`src/rtl/codec_cfg_seq.sv`:
```
// Audio-codec configuration sequencer: waits out codec power-up, then streams a
// ROM table of register writes to the I2C master with bounded retry on NACK.
module codec_cfg_seq #(
    parameter int          NUM_REGS      = 10,
    parameter logic [31:0] POWERUP_DELAY = 32'd500_000,
    parameter int          MAX_RETRIES   = 3,
    parameter logic [6:0]  DEV_ADDR      = 7'h1A
) (
    input  logic        clk,
    input  logic        reset,
    input  logic        start,
    output logic [3:0]  rom_addr,
    input  logic [15:0] rom_data,
    output logic        i2c_req,
    output logic [6:0]  i2c_dev_addr,
    output logic [15:0] i2c_data,
    input  logic        i2c_busy,
    input  logic        i2c_done,
    input  logic        i2c_nack,
    output logic        cfg_done,
    output logic        cfg_error,
    output logic [3:0]  cur_index
);
    localparam int RW = ($clog2(MAX_RETRIES + 1) > 2) ? $clog2(MAX_RETRIES + 1) : 2;
    localparam logic [RW-1:0] RETRY_LIMIT = RW'(MAX_RETRIES);
    localparam logic [3:0]    LAST_IDX    = 4'(NUM_REGS - 1);
    localparam logic [31:0]   PWR_LOAD    = (POWERUP_DELAY == 32'd0) ? 32'd0 : POWERUP_DELAY - 32'd1;
    localparam logic          PWR_SKIP    = (POWERUP_DELAY == 32'd0);

    typedef enum logic [2:0] {
        WAIT_PWR,
        FETCH,
        LOAD,
        ISSUE,
        WAIT_ACK,
        DONE,
        ERROR
    } state_t;

    state_t          state;
    state_t          next_state;
    logic [31:0]     pwr_cnt;
    logic            pwr_done;
    logic [3:0]      index;
    logic [RW-1:0]   retries;
    logic            last_entry;
    logic            out_of_retries;

    assign last_entry     = (index == LAST_IDX);
    assign out_of_retries = ((retries + RW'(1)) == RETRY_LIMIT);

    always_ff @(posedge clk) begin
        if (!reset) state <= WAIT_PWR;
        else        state <= next_state;
    end

    always_comb begin
        next_state = state;
        unique case (state)
            WAIT_PWR: if (pwr_done) next_state = FETCH;
            FETCH:    next_state = LOAD;
            LOAD:     next_state = ISSUE;
            ISSUE:    if (i2c_busy) next_state = WAIT_ACK;
            WAIT_ACK: begin
                if (i2c_done) begin
                    if (!i2c_nack) next_state = last_entry ? DONE : FETCH;
                    else           next_state = out_of_retries ? ERROR : ISSUE;
                end
            end
            DONE, ERROR: if (start) next_state = FETCH;
            default:  next_state = WAIT_PWR;
        endcase
    end

    always_comb begin
        i2c_req   = 1'b0;
        cfg_done  = 1'b0;
        cfg_error = 1'b0;
        unique case (state)
            ISSUE:   i2c_req   = 1'b1;
            DONE:    cfg_done  = 1'b1;
            ERROR:   cfg_error = 1'b1;
            default: ;
        endcase
    end

    // The count runs PWR_LOAD..0 and then spends one terminal cycle latching
    // pwr_done, so the first request lands POWERUP_DELAY+2 cycles after release.
    always_ff @(posedge clk) begin
        if (!reset) begin
            pwr_cnt  <= PWR_LOAD;
            pwr_done <= PWR_SKIP;
        end else if (state == WAIT_PWR && !pwr_done) begin
            if (pwr_cnt == 32'd0) pwr_done <= 1'b1;
            else                  pwr_cnt  <= pwr_cnt - 32'd1;
        end
    end

    always_ff @(posedge clk) begin
        if (!reset) begin
            index    <= '0;
            retries  <= '0;
            i2c_data <= '0;
        end else begin
            unique case (state)
                LOAD: begin
                    i2c_data <= rom_data;
                    retries  <= '0;
                end
                WAIT_ACK: begin
                    if (i2c_done) begin
                        if (!i2c_nack) index   <= index + 4'd1;
                        else           retries <= retries + RW'(1);
                    end
                end
                DONE, ERROR: if (start) index <= '0;
                default: ;
            endcase
        end
    end

    assign rom_addr     = index;
    assign cur_index    = index;
    assign i2c_dev_addr = DEV_ADDR;

endmodule

```
`config.mk`:
```
export PLATFORM = sky130hd
export DESIGN_NAME = codec_cfg_seq
export DESIGN_NICKNAME = d
export VERILOG_FILES = /design/src/rtl/codec_cfg_seq.sv
export SDC_FILE = /design/constraint.sdc
export NUM_CORES = 1
export LEC_CHECK = 0
export ABC_AREA = 1
export CORE_MARGIN = 8
export CORE_UTILIZATION = 50
export DETAILED_ROUTE_END_ITERATION = 8
export GPL_ROUTABILITY_DRIVEN = 0
export PLACE_DENSITY = 0.75
export SYNTH_ARGS = -nofsm -noshare
export SYNTH_HDL_FRONTEND = slang
export SYNTH_SLANG_ARGS = --single-unit
```
`constraint.sdc`:
```
create_clock -name clk -period 3.58 [get_ports clk]
set_input_delay 0.716 -clock clk [delete_from_list [all_inputs] [get_ports clk]]
set_output_delay 0.716 -clock clk [all_outputs]
set_load 0.005 [all_outputs]
```
# Yosys cells after proc, flatten, opt, wreduce, memory -nomap -nowiden
# Cells that the tools add are included.
# op_classes
mux,18
addsub,3
bitwise_logic,1
n_reduce_logical,12
eq_ne,14
# ops
cell,n
32-bit zero test,1
"32-bit by 1-bit subtractor with 32-bit output, second input constant",1
3-bit 2-to-1 mux,7
3-bit case mux with 6 select lines,1
4-bit 2-to-1 mux,3
"2-bit != test, second input constant",6
"3-bit equality test, second input constant",3
4-bit case mux with 2 select lines,1
4-bit AND reduction,2
"3-bit by 2-bit equality test with 1-bit output, second input constant",2
"4-bit by 1-bit adder with 4-bit output, second input constant",1
"4-bit equality test, second input constant",1
2-bit 2-to-1 mux,2
2-bit case mux with 2 select lines,1
2-bit AND reduction,2
2-bit nonzero test,2
"3-bit by 1-bit equality test with 1-bit output, second input constant",1
3-bit zero test,1
1-bit 2-to-1 mux,3
3-bit AND reduction,1
"2-bit by 1-bit adder with 2-bit output, second input constant",1
"2-bit equality test, second input constant",1
2-bit OR reduction,1
1-bit logical AND,1
other kinds (2),2
# totals
in_bits,22
regBits,58
output_inout_bits,34

# Longest topological paths before layout
# depth
ltp_word,6
ltp_mapped,10
depth_no_buf,10

# Worst setup path after synthesis
# OpenSTA, ideal clock, no wires.
# synth_path
path_type,reg2reg
startpoint,register pwr_cnt[0]
endpoint,register pwr_cnt[4]
arrival_time_ps,1406
required_time_ps,3442
n_path_buf,1
synth_period_minus_slack_ps,1544
setup_time_ps,138
stages_incl_launch_ff,11
setup_slack_ps,2036
cell_sequence,dfxtp_1 -> inv_1 -> ha_1 -> nand2_2 -> nor2_8 -> nand2_4 -> nor2_4 -> nor2_4 -> buf_4 -> o21ai_0 -> o211ai_1
# synth_via
elab_chain_cells,3
elab_cells_between_ends,4
classes_between,1 x add/sub; 1 x bitwise; 2 x reduce/logical
# synth_rtl
item,line_no,text
from (decl),42,logic [31:0] pwr_cnt;
from (signal assigned),95,else pwr_cnt <= pwr_cnt - 32'd1;
"parallel branches: the longest is 3 deep, another holds 32-bit by 1-bit subtractor with 32-bit output",n/a,
# Several ways; the timed one is not identified.
# A chain may end at the register's enable or synchronous reset.

# Final worst setup path
# layout_path
startpoint,register state[2]
endpoint,output cfg_error
# layout_via
elab_chain_cells,2
# layout_rtl
item,line_no,text
from (decl),40,state_t state;
from (signal assigned),54,else state <= next_state;
3-bit equality test,79,unique case (state)
1-bit 2-to-1 mux,79,
to (decl),21,"output logic cfg_error,"
# No other way between the ends.

==> impl_metrics.ini <==
[worst_setup_path]
critical_path_cell_list = inv_1, nor3_1, clkdlybuf4s50_1
worst_path_max_delay_cell = sky130_fd_sc_hd__clkdlybuf4s50_1
crit_family = buffers and inverters
crit_path_end_kind = output port
critical_path.n_buffers_inverters = 2
critical_path_class = reg2out
worst-endpoint-arrival_ps = 1720
crit_fanout = 7
cpPeakStageDelay_ps = 540
worst-endpoint-required_ps = 2860
reg2reg_setup_slack_ps = 1490
crit_path_start_kind = flop

[place]
detailed_place.area_um2 = 3750
place.detailed.instances = 613
place_hpwl_um = 5780
io_buffers = 48

[clock_tree]
htree_num_levels = 3
clk-insertion-delay-late_ps = 340
cts_tree = built
cts_setup_buffers = 0
numCtsBuffers = 9
cts_max_path_buffers = 2
cts-hold-fix-buffers = 0
clk_pin_slew_worst_paths_ps = 70
post_cts_resized = 0
root_buffer = sky130_fd_sc_hd__clkbuf_8
cts.sink_count = 58

[floorplan]
fp.dieArea_um2 = 9500
num_rows = 29
floorplan.die.height_um = 97.5
floorplan.die.width_um = 97.5
design.portCount = 56
initial_core_util_pct = 52.0
coreArea_um2 = 6390

[sta]
totalNegativeSetupSlack_ps = 0
period_needed_ps = 2430
fin_crit_sh_pct = 68.0
report.final.setup_viol = 0
final.hold.worst_slack_ps = 444
rsz0062_at_grt = false
clock_skew_ps = 11.1
hold_viol_final = 0
max_slew_headroom_pct = 33.7
maxClockFrequency_mhz = 411
worst_pin_slew_ps = 992
finalMaxSlewViolations = 0

[grt]
maximum_number_of_pins_on_one_net_before_global_route_repair = 35
grt_remaining_overflow = 0
gr-usage-all-layers_pct = 17.2
grt_first_pass_wirelength_um = 13800
antenna_found_initial = 0
grt_pass1_vias = 3008

[logic_synthesis]
synth_top_family_by_area = simple AND/OR/NAND/NOR gates
synth.largest_area_cell = sky130_fd_sc_hd__dfxtp_1
synthAdderAreaFrac_pct = 1.51
synth-seq-cells = 58
total_standard_cell_area_after_synthesis_um2 = 3320
synth_cells = 508
synth-warning-count = 0
yosysUniqueCellTypes = 28
compound_gate_portion_of_the_synthesized_area_pct = 14.4
post_synth_mux_area_share_pct = 0
synth_area_per_cell_um2 = 6.53
post_synth_simple_gate_area_pct = 33.6
synth_seq_area_share_pct = 35.0
synth.top_cell.area_share_pct = 35.0
ys_top_cells_by_area = sky130_fd_sc_hd__dfxtp_1 35%, sky130_fd_sc_hd__nand2_1 15%, sky130_fd_sc_hd__nor2_1 8.4%, sky130_fd_sc_hd__a21oi_1 7.4%, sky130_fd_sc_hd__inv_1 6.2%
yosys.area_share.xor_xnor_pct = 3.43

[drt]
detail-route-antenna-nets = 0
post_drt_via_cell_ratio = 5.10
post_drt_wl_per_cell_um = 12.8
drtPass1Iterations = 4
drcViolationCount = 0
routed-via-count = 3206
finalWirelength_um = 8050
drt_first_iter_violations = 207

[cells_and_area]
area_growth_syn_to_layout_pct = 19.7
final-instance-count-excl-fill = 629
final_cell_area_um2 = 3970
finalNetCount = 573
post_route_cells_drive_above_1_share_pct = 7.07
n_antenna_cell = 0

[power]
power.share.switching_pct = 35.7
p_leak_nw = 1.65
p_per_area_nw_per_um2 = 567
pwr-share-clk_pct = 30.8
combinational_share_of_power_pct = 31.5
seq_power_share_pct = 37.7
ir_drop_mv = 0.365
intPower_mw = 1.45
power.switching_mw = 0.803

[run_status]
status = finished, final reports clean

[job]
cap_viol_max_count = 0

[min_path]
timing.hold.worst.class = reg2reg
-- kinds of logic after synthesis --
family	count (synthesis)
simple gates	256
other cells	2
flops	58
compound gates	91
xor+xnor	13
fa+ha+maj	4
buf+inv	84
-- power by group through the flow --
| stage | sequential, mW | clock, mW | combinational [mW] |
|---|---|---|---|
| 2_1_floorplan | 0.854 | 0 | 0.503 |
| 3_3_place_gp | 0.856 | 0 | 0.698 |
| 3_5_place_dp | 0.861 | 0 | 0.712 |
| 4_1_cts | 0.849 | 0.702 | 0.720 |
| 5_1_grt | 0.864 | 0.735 | 0.802 |
| 6_report | 0.849 | 0.693 | 0.710 |
-- through the flow --
stage	power [mW]	util, %	worst slack (ps)
floorplan	1.36	-	2040
global placement	1.55	58.7	1150
detailed placement	1.57	58.7	1120
CTS	2.27	62.2	1140
global route	2.40	62.2	1050
finish	2.25	62.2	1150
-- synth_stat cells --
library cell               instances
sky130_fd_sc_hd__a211oi_1          1
sky130_fd_sc_hd__a21oi_1          49
sky130_fd_sc_hd__buf_2             1
sky130_fd_sc_hd__buf_4            14
sky130_fd_sc_hd__buf_6             3
sky130_fd_sc_hd__clkbuf_1          8
sky130_fd_sc_hd__conb_1            2
sky130_fd_sc_hd__dfxtp_1          58
sky130_fd_sc_hd__ha_1              4
sky130_fd_sc_hd__inv_1            55
sky130_fd_sc_hd__inv_2             3
sky130_fd_sc_hd__nand2_1         130
sky130_fd_sc_hd__nand2_2           5
sky130_fd_sc_hd__nand2_4           2
sky130_fd_sc_hd__nand3_1          20
sky130_fd_sc_hd__nand3b_1          1
sky130_fd_sc_hd__nand4_1           9
sky130_fd_sc_hd__nor2_1           74
sky130_fd_sc_hd__nor2_2            5
sky130_fd_sc_hd__nor2_4            4
sky130_fd_sc_hd__nor2_8            1
sky130_fd_sc_hd__nor3_1            4
sky130_fd_sc_hd__nor3_4            1
sky130_fd_sc_hd__o211ai_1          4
sky130_fd_sc_hd__o21ai_0          36
sky130_fd_sc_hd__o21ai_4           1
sky130_fd_sc_hd__xnor2_1           6
sky130_fd_sc_hd__xor2_1            7
-- path summary, 6_finish.rpt --
kind                      from            to  cells after the start
hold / removal    i2c_data[10]  i2c_data[10]                      2
setup / recovery      state[2]     cfg_error                      3
setup reg to reg    pwr_cnt[0]   pwr_cnt[26]                      8
hold reg to reg   i2c_data[10]  i2c_data[10]                      2
-- final cells by class --
type,instances,area [um2]
Clock buffer,9,124
Clock inverter,7,101
Fill cell,593,2410
Inverter,58,218
Multi-Input combinational cell,371,1790
Sequential cell,58,1160
Tap cell,77,96.3
Timing Repair Buffer,49,488
-- sequential cells by signal, summed over array words and instances (netlist names) --
register and cells:
state 3, pwr_done 1, i2c_data 16, retries 2, cur_index 4, pwr_cnt 32
-- worst min-delay path, delay by kind of cell, from the launching register on --
family	cells	cell delay [ps]
DFF	1	310
AOI/OAI and AO/OA	1	50
buffers and inverters	1	40
-- per-layer routing --
| layer | part of all wire (%) | vias up | track usage (%) |
|---|---|---|---|
| met3 | 7.8 | 7 | 6.26 |
| li1 | - | 1678 | - |
| met1 | 45 | 1439 | 21.2 |
| met2 | 46 | 82 | 27.0 |
| met5 | 0 | - | 0 |
| met4 | 0.88 | 0 | 5.71 |
-- placed cells by master, fill, tap and decap left out, types with 2 or more instances in the layout --
cell type	instances
sky130_fd_sc_hd__nor2_2	5
sky130_fd_sc_hd__conb_1	7
sky130_fd_sc_hd__clkbuf_8	9
sky130_fd_sc_hd__nand4_1	9
sky130_fd_sc_hd__nand3_1	20
sky130_fd_sc_hd__a21oi_1	49
sky130_fd_sc_hd__o211ai_1	4
sky130_fd_sc_hd__nor2_4	4
sky130_fd_sc_hd__bufinv_16	2
sky130_fd_sc_hd__nor2_1	74
sky130_fd_sc_hd__o21ai_0	36
sky130_fd_sc_hd__clkinvlp_4	2
sky130_fd_sc_hd__inv_1	55
sky130_fd_sc_hd__dfxtp_1	58
sky130_fd_sc_hd__inv_6	2
sky130_fd_sc_hd__nand2_4	2
sky130_fd_sc_hd__xor2_1	7
sky130_fd_sc_hd__nand2_1	130
sky130_fd_sc_hd__nand2_2	5
sky130_fd_sc_hd__ha_1	4
sky130_fd_sc_hd__clkdlybuf4s50_1	48
sky130_fd_sc_hd__nor3_1	4
sky130_fd_sc_hd__xnor2_1	6
sky130_fd_sc_hd__inv_2	3
Power figures use the tool's default switching activity.
